`src/rtl/onehot_dec_pkg.sv`:
```
// Shared constants, state encoding and index decode helper for the
// sequential 3-to-8 one-hot decoder.
package onehot_dec_pkg;

   localparam int IDX_W = 3;
   localparam int OUT_W = 8;
   localparam int CNT_W = 8;

   typedef enum logic [1:0] {
      IDLE   = 2'd0,
      ACTIVE = 2'd1,
      GAP    = 2'd2
   } state_e;

   // Turn a line index into its one-hot line pattern.
   function automatic logic [OUT_W-1:0] idx_to_onehot(input logic [IDX_W-1:0] idx);
      logic [OUT_W-1:0] oh;
      oh      = {OUT_W{1'b0}};
      oh[idx] = 1'b1;
      return oh;
   endfunction

endpackage

```
`src/rtl/onehot_dec_cmd_buf.sv`:
```
// One-entry pending buffer holding the next line index while the current
// line is being driven. A write is only taken while the entry is empty.
module onehot_dec_cmd_buf
   import onehot_dec_pkg::*;
(
   input  logic             clk,
   input  logic             rst,
   input  logic             wr_en,
   input  logic [IDX_W-1:0] wr_idx,
   input  logic             rd_en,
   output logic [IDX_W-1:0] rd_idx,
   output logic             full
);

   logic             full_r;
   logic [IDX_W-1:0] idx_r;

   // Capture a new entry when empty, release it on a read.
   always_ff @(posedge clk) begin
      if (rst) begin
         full_r <= 1'b0;
         idx_r  <= {IDX_W{1'b0}};
      end else if (wr_en && !full_r) begin
         full_r <= 1'b1;
         idx_r  <= wr_idx;
      end else if (rd_en) begin
         full_r <= 1'b0;
      end else begin
         full_r <= full_r;
      end
   end

   assign rd_idx = idx_r;
   assign full   = full_r;

endmodule

```
`src/rtl/onehot_decoder_3to8_seq.sv`:
```
// Sequential 3-to-8 one-hot decoder: each accepted index drives its line
// for HOLD_CYCLES cycles, followed by GAP_CYCLES all-zero cycles.
// Optional build macro ONEHOT_DEC_MASK_EN adds line_mask/drop_cnt: masked
// indices are discarded at the point they would start driving.
module onehot_decoder_3to8_seq
   import onehot_dec_pkg::*;
#(
   parameter int HOLD_CYCLES = 4,
   parameter int GAP_CYCLES  = 1
)(
   input  logic             clk,
   input  logic             rst,
   input  logic [IDX_W-1:0] in_idx,
   input  logic             in_valid,
   output logic             in_ready,
   output logic [OUT_W-1:0] out,
   output logic             busy,
   output logic             done
`ifdef ONEHOT_DEC_MASK_EN
   ,
   input  logic [OUT_W-1:0] line_mask,
   output logic [CNT_W-1:0] drop_cnt
`endif
);

   localparam logic [CNT_W-1:0] HOLD_LD = CNT_W'(HOLD_CYCLES - 1);
   localparam logic [CNT_W-1:0] GAP_LD  = CNT_W'((GAP_CYCLES > 0) ? (GAP_CYCLES - 1) : 0);

   state_e           state_r;
   logic [CNT_W-1:0] cnt_r;
   logic [OUT_W-1:0] out_r;
   logic             done_r;
   // The pending entry is consumed at a start edge but only freed one edge
   // later, so in_ready stays low for the cycle after the drain.
   logic             drain_r;

   logic             pend_full_s;
   logic [IDX_W-1:0] pend_idx_s;
   logic             in_ready_s;
   logic             xfer_s;
   logic             pend_ok_s;
   logic             wr_en_s;
   logic             start_s;
   logic             start_pend_s;
   logic [IDX_W-1:0] start_idx_s;
   logic             masked_s;

   onehot_dec_cmd_buf u_cmd_buf (
      .clk    (clk),
      .rst    (rst),
      .wr_en  (wr_en_s),
      .wr_idx (in_idx),
      .rd_en  (drain_r),
      .rd_idx (pend_idx_s),
      .full   (pend_full_s)
   );

   // Handshake, routing and decision of whether a line starts this edge.
   always_comb begin
      in_ready_s   = !rst && !pend_full_s;
      xfer_s       = in_valid && in_ready_s;
      pend_ok_s    = pend_full_s && !drain_r;
      wr_en_s      = xfer_s && (state_r != IDLE);
      start_s      = 1'b0;
      start_pend_s = 1'b0;
      start_idx_s  = pend_idx_s;
      case (state_r)
         IDLE: begin
            if (pend_ok_s) begin
               start_s      = 1'b1;
               start_pend_s = 1'b1;
            end else if (xfer_s) begin
               start_s     = 1'b1;
               start_idx_s = in_idx;
            end else begin
               start_s = 1'b0;
            end
         end
         ACTIVE: begin
            if ((cnt_r == 8'd0) && (GAP_CYCLES == 0) && pend_ok_s) begin
               start_s      = 1'b1;
               start_pend_s = 1'b1;
            end else begin
               start_s = 1'b0;
            end
         end
         GAP: begin
            if ((cnt_r == 8'd0) && pend_ok_s) begin
               start_s      = 1'b1;
               start_pend_s = 1'b1;
            end else begin
               start_s = 1'b0;
            end
         end
         default: begin
            start_s = 1'b0;
         end
      endcase
   end

`ifdef ONEHOT_DEC_MASK_EN
   logic [CNT_W-1:0] drop_r;

   assign masked_s = line_mask[start_idx_s];

   // Count discarded indices, saturating at all-ones.
   always_ff @(posedge clk) begin
      if (rst) begin
         drop_r <= 8'd0;
      end else if (start_s && masked_s && (drop_r != 8'hFF)) begin
         drop_r <= drop_r + 8'd1;
      end else begin
         drop_r <= drop_r;
      end
   end

   assign drop_cnt = drop_r;
`else
   assign masked_s = 1'b0;
`endif

   // Hold/gap FSM with counter and registered one-hot/done outputs.
   always_ff @(posedge clk) begin
      if (rst) begin
         state_r <= IDLE;
         cnt_r   <= 8'd0;
         out_r   <= 8'h00;
         done_r  <= 1'b0;
         drain_r <= 1'b0;
      end else begin
         drain_r <= start_s && start_pend_s;
         if (start_s) begin
            if (masked_s) begin
               state_r <= IDLE;
               cnt_r   <= 8'd0;
               out_r   <= 8'h00;
               done_r  <= 1'b0;
            end else begin
               state_r <= ACTIVE;
               cnt_r   <= HOLD_LD;
               out_r   <= idx_to_onehot(start_idx_s);
               done_r  <= (HOLD_LD == 8'd0);
            end
         end else begin
            case (state_r)
               IDLE: begin
                  cnt_r  <= cnt_r;
                  out_r  <= 8'h00;
                  done_r <= 1'b0;
               end
               ACTIVE: begin
                  if (cnt_r != 8'd0) begin
                     cnt_r  <= cnt_r - 8'd1;
                     done_r <= (cnt_r == 8'd1);
                  end else if (GAP_CYCLES > 0) begin
                     state_r <= GAP;
                     cnt_r   <= GAP_LD;
                     out_r   <= 8'h00;
                     done_r  <= 1'b0;
                  end else begin
                     state_r <= IDLE;
                     out_r   <= 8'h00;
                     done_r  <= 1'b0;
                  end
               end
               GAP: begin
                  done_r <= 1'b0;
                  if (cnt_r != 8'd0) begin
                     cnt_r <= cnt_r - 8'd1;
                  end else begin
                     state_r <= IDLE;
                  end
               end
               default: begin
                  state_r <= IDLE;
                  cnt_r   <= 8'd0;
                  out_r   <= 8'h00;
                  done_r  <= 1'b0;
               end
            endcase
         end
      end
   end

   assign in_ready = in_ready_s;
   assign out      = out_r;
   assign done     = done_r;
   assign busy     = (state_r != IDLE) || pend_full_s;

endmodule

```
`config.mk`:
```
export PLATFORM = sky130hd
export DESIGN_NAME = onehot_decoder_3to8_seq
export DESIGN_NICKNAME = d
export VERILOG_FILES = /design/src/rtl/onehot_dec_pkg.sv /design/src/rtl/onehot_dec_cmd_buf.sv /design/src/rtl/onehot_decoder_3to8_seq.sv
export SDC_FILE = /design/constraint.sdc
export NUM_CORES = 1
export LEC_CHECK = 0
export CORE_UTILIZATION = 35
export DETAILED_ROUTE_END_ITERATION = 6
export PLACE_DENSITY = 0.63
export SLEW_MARGIN = 30
export SYNTH_ARGS = -nofsm -noshare
export SYNTH_HDL_FRONTEND = slang
export SYNTH_SLANG_ARGS = --single-unit
```
`constraint.sdc`:
```
create_clock -name clk -period 1.95 [get_ports clk]
set_input_delay 0.2925 -clock clk [delete_from_list [all_inputs] [get_ports clk]]
set_output_delay 0.2925 -clock clk [all_outputs]
set_load 0.02 [all_outputs]
```
Yosys cells after proc, flatten, opt, wreduce, memory -nomap -nowiden

Cells that the tools add are included.

Add/subtract/negate cells: 1
Magnitude comparators: 2
Mux-type cells: 24
Bitwise logic cells: 3
Eq/ne operators: 11
Reduce and logical (&&, ||, !) cells: 24

Operators with widths:

| kind                                                                         | count |
|---|---|
| 8-bit 2-to-1 mux                                                             | 4 |
| 8-bit case mux with 3 select lines                                           | 1 |
| 8-bit case mux with 2 select lines                                           | 1 |
| 2-bit inequality test, second input constant                                 | 5 |
| 3-bit 2-to-1 mux                                                             | 3 |
| 3-bit inequality test, second input constant                                 | 3 |
| 8-bit by 1-bit equality test with 1-bit output, second input constant        | 1 |
| 1-bit logical AND                                                            | 8 |
| 8-bit logical NOT                                                            | 1 |
| 1-bit 2-to-1 mux                                                             | 8 |
| 8-bit nonzero test                                                           | 1 |
| 8-bit by 1-bit subtractor with 8-bit output, second input constant           | 1 |
| 2-bit 2-to-1 mux                                                             | 3 |
| 2-bit case mux with 3 select lines                                           | 1 |
| 2-bit AND reduction                                                          | 3 |
| 3-bit AND reduction                                                          | 2 |
| 3-bit by 4-bit less-than comparator with 1-bit output, second input constant | 1 |
| 1-bit case mux with 2 select lines                                           | 2 |
| 2-bit nonzero test                                                           | 2 |
| 4-bit OR reduction                                                           | 1 |
| 1-bit demux with 3-bit select                                                | 1 |
| 3-bit by 1-bit >= comparator with 1-bit output, second input constant        | 1 |
| 1-bit logical NOT                                                            | 3 |
| 1-bit inverter                                                               | 3 |
| 5 further kinds                                                              | 5 |

Register bits after elaboration: 24
Output and inout bits: 11
Bits of input ports: 6
Logic and storage cells: 74

Logic depth before layout (Yosys ltp)

Depth after elaboration: 11
Mapped depth: 7
Gate-level depth less buffers: 6

Hierarchy

A second synthesis with hierarchy kept.

Cell total of the unflattened synthesis: 145
Area, all modules: 1401.3 µm²

Modules (own cells, without submodules):

| module                  | times used | area an instance (µm²) | cells an instance | seq. area each (µm²) |
|---|---|---|---|---|
| onehot_decoder_3to8_seq | 1          | 1234.9                 | 129               | 400.4 |
| onehot_dec_cmd_buf      | 1          | 166.4                  | 16                | 80.1 |

Least setup slack after synthesis

Ideal clock, no wire load.

Path kind: register to register
Start point: register cnt_r[0]
End point: register cnt_r[0]
Cell stages (with the launch flop): 7
Arrival time: 1.833 ns
Data required time: 1.809 ns
Clock period less this slack: 1.975 ns
Path slack: -0.025 ns
Cell sequence: dfxtp_1 -> inv_1 -> ha_1 -> nor4bb_1 -> a21oi_1 -> nor4_1 -> a2111oi_4

Longest elaborated chain between the ends: 6
Elaborated cells between the ends (all ways): 13
Classes of those cells: add/sub (1); eq/ne (2); mux (6); reduce/logical (4)

Ends and longest elaborated chain:

| what                                                                                                | line                           | text |
|---|---|---|
| start: declaration                                                                                  | onehot_decoder_3to8_seq.sv:30  | `logic [CNT_W-1:0] cnt_r;` |
| start signal: assignment                                                                            | onehot_decoder_3to8_seq.sv:147 | `cnt_r <= cnt_r;` |
| start signal: assignment                                                                            | onehot_decoder_3to8_seq.sv:153 | `cnt_r <= cnt_r - 8'd1;` |
| start signal: assignment                                                                            | onehot_decoder_3to8_seq.sv:169 | `cnt_r <= cnt_r - 8'd1;` |
| parallel branches: the longest is 6 deep, another holds 8-bit by 1-bit subtractor with 8-bit output | n/a                            |  |

Parallel ways; which one is timed is not known. The select of a mux whose other input is x is not followed.
A chain may end at the register's enable or synchronous reset.

Final worst setup path

Start point: register cnt_r[1]
End point: register cnt_r[3]

Longest elaborated chain between the ends: 5
Elaborated cells between the ends (all ways): 12
Classes of those cells: add/sub (1); eq/ne (1); mux (5); reduce/logical (5)

Ends and longest elaborated chain:

| what |
|---|
| parallel branches: the longest is 5 deep, another holds 8-bit by 1-bit subtractor with 8-bit output |

Parallel ways; which one is timed is not known. The select of a mux whose other input is x is not followed.

==> impl_metrics.json <==
{
  "top_layer": "met4",
  "m1WireLength_mm": 1.481,
  "peakVddDrop_mv": 0.5854,
  "final_common_cell": "buf_4",
  "cts_tree": "yes",
  "drc": 0,
  "async_flop_share_pct": 0,
  "clk_pin_slew_ns": 0.14,
  "clkLatencyLatePin_ns": 0.32,
  "totalWireLength_mm": 3.061,
  "nFillCells": 309,
  "vias": 1139,
  "path_max_fanout": 6,
  "synth_cell_types": 38,
  "cp.required_ns": 2.20,
  "r2r_cells": 7,
  "hold_viol": 0,
  "core_area_sq_mm": 0.003390,
  "rr_startpoint": "cnt_r[1]$_SDFFE_PP0P_",
  "grt_pass1_vias": 1036,
  "initial_core_util_pct": 37.14,
  "status": "finished, final reports clean",
  "critPathKind": "register to register",
  "grt_usage_pct": 16.47,
  "htree_num_levels": 1,
  "grt_max_degree": 15,
  "via_per_inst": 5.177,
  "clk_path_buf_depth": 2,
  "die_area_sq_mm": 0.003840,
  "dp_hpwl_mm": 2.169,
  "first_pass_iters": 4,
  "met3WireLength_microns": 88,
  "final_net_count": 187,
  "finClkSkew_ns": 0.005989,
  "crit_path_start": "cnt_r[1]$_SDFFE_PP0P_",
  "arrival_ns": 2.17,
  "relSlewSlack_pct": 71.71,
  "wl_met2_mm": 1.447,
  "ys.flop_type": "dfxtp_1",
  "port_buffers": 16,
  "drt_iter0_markers": 59,
  "finalPower_mw": 1.551,
  "worst_pin_slew_ns": 0.4198,
  "pre_cts_ws_ns": -0.05542,
  "r2r_slack_ns": 0.03,
  "final_cell_mix": "buf_4 (23), dfxtp_1 (22), clkdlybuf4s50_1 (15)",
  "yosysWarningCount": 0,
  "drive_above_1_share_pct": 25.86,
  "fin_crit_ns": 1.919,
  "grt_antenna_before_repair": 0,
  "ys_ff_latch": 24,
  "fin_hold_ws_ns": 0.4941,
  "synth_area_sq_mm": 0.001259,
  "dieHeight_microns": 61.97,
  "synthCells": 135,
  "areaGrowthSynthToFinish_pct": 39.66,
  "hold_path_end": "out[3]$_SDFFE_PP0P_",
  "worstHoldPathCells": 1,
  "routabilityCongestion": 0.7454,
  "max_freq_mhz": 521.1,
  "synthesis.nets": 147,
  "maxSlewViolCount": 0,
  "min_from": "out[3]$_SDFFE_PP0P_",
  "setup_violations": 0,
  "cts_sinks": 24,
  "rows": 21,
  "synth_edf_count": 0,
  "p_per_area_mw_per_mm2": 882.5,
  "clockRootBuffer": "clkbuf_4",
  "yosys-top-cells-area": "dfxtp_1 (38%), ha_1 (6.0%), a22o_1 (5.6%), a21oi_1 (4.0%), mux2i_1 (3.2%)",
  "wl_per_cell_microns": 13.91,
  "worst_setup_path_end_kind": "register",
  "synth_top_area_cell": "dfxtp_1",
  "synth-seq-area-share_pct": 38.17,
  "die_w_microns": 61.97,
  "overflow": 0,
  "hold_buffers": 0,
  "layout_setup_ws_ns": 0.03097,
  "hold_class": "register to register",
  "power.leakage_nw": 0.6696,
  "max_cap_viol_count": 0,
  "finalSetupTns_ns": 0,
  "numCtsBuffers": 3,
  "diodes": 0,
  "finalCritPeriodShare_pct": 98.41,
  "avgSynthCellArea_sq_um": 9.324,
  "grt_pass1_wl_mm": 4.602,
  "startpoint_type": "register",
  "r2r-end": "cnt_r[3]$_SDFFE_PP0P_",
  "antenna_left": 0,
  "yosysTopAreaCellShare_pct": 38.17,
  "ios": 17
}
[cell usage after synthesis (2+ instances only)]
| library cell | number |
|---|---|
| a211oi_1 | 3 |
| a21oi_1 | 10 |
| a22o_1 | 8 |
| clkbuf_1 | 4 |
| dfxtp_1 | 24 |
| ha_1 | 6 |
| inv_1 | 5 |
| mux2i_1 | 4 |
| nand2b_1 | 3 |
| nand3_1 | 3 |
| nand3b_1 | 4 |
| nor2_1 | 10 |
| nor3_1 | 7 |
| nor3b_1 | 2 |
| nor4_1 | 2 |
| nor4b_1 | 2 |
| nor4bb_1 | 2 |
| o21ai_0 | 8 |
| o31ai_1 | 2 |
| or3_1 | 4 |
| or3b_2 | 3 |
| or4_1 | 2 |
| xnor2_1 | 2 |
[sequential cells by signal (all words and copies together) (netlist names)]
name	flops
out	8
u_cmd_buf.full	1
drain_r	1
u_cmd_buf.rd_idx	3
cnt_r	8
done	1
state_r	2
[repair_timing]
action | CTS | global route
endpoints found under the hold margin | 0 | 0
setup endpoints to repair | 5 | 12
buffers inserted | 0 | 3
pin swaps | 0 | 3
resized for setup | 3 | 12
[cell type report]
type                       count  area (sq um)  share of cell area, %
timing repair buffer          40         351.6                  20.00
clock buffer                   3         22.52                  1.281
multi-input combinational    101         794.5                  45.20
tap                           46         57.56                  3.274
sequential                    24         483.0                  27.47
inverter                       5         18.77                  1.068
clock inverter                 1         30.03                  1.708
[metrics by stage]
stage          cells  util, %  cell area [sq um]
6_report         220    51.86               1758
5_1_grt          220    51.86               1758
4_1_cts          217    49.69               1684
3_5_place_dp     213    47.88               1623
3_3_place_gp     213    47.88               1623
2_1_floorplan    135        -               1267
[worst max path at each step]
| stage | end |
|---|---|
| 3_5_place_dp | out[4]$_SDFFE_PP0P_ |
| 2_1_floorplan | cnt_r[0]$_SDFFE_PP0P_ |
| 4_1_cts | cnt_r[0]$_SDFFE_PP0P_ |
| 3_3_place_gp | out[6]$_SDFFE_PP0P_ |
| 6_report | cnt_r[3]$_SDFFE_PP0P_ |
| 5_1_grt | cnt_r[3]$_SDFFE_PP0P_ |
[critical path, cell delays in order (launching register included)]
cell and delay [ns]:
dfxtp_2 0.34, inv_1 0.07, ha_2 0.21, or3b_4 0.41
or2_4 0.24, a22o_4 0.24, buf_12 0.13, a211oi_1 0.19
[report_power, final]
part | total (mW) | switching, mW | internal [mW]
registers | 0.568 | 0.0380 | 0.530
clock network | 0.363 | 0.155 | 0.208
logic | 0.620 | 0.298 | 0.321
[routing by layer]
metal	up-vias	global-route usage (%)
met3	4	4.348
met4	0	3.810
met5	-	0
met1	536	22.29
li1	583	-
met2	16	26.14
[cell families after synthesis]
| logic type | Yosys count | share of synthesized area (%) |
|---|---|---|
| xor gates and xnor gates | 3 | 2.088 |
| adders and majority gates | 6 | 5.964 |
| AOI/OAI and AO/OA | 38 | 22.86 |
| muxes | 4 | 3.181 |
| and+or+nand+nor | 50 | 24.65 |
| buffers and inverters | 10 | 3.081 |
| DFF | 24 | 38.17 |
Power figures use the tool's default switching activity.
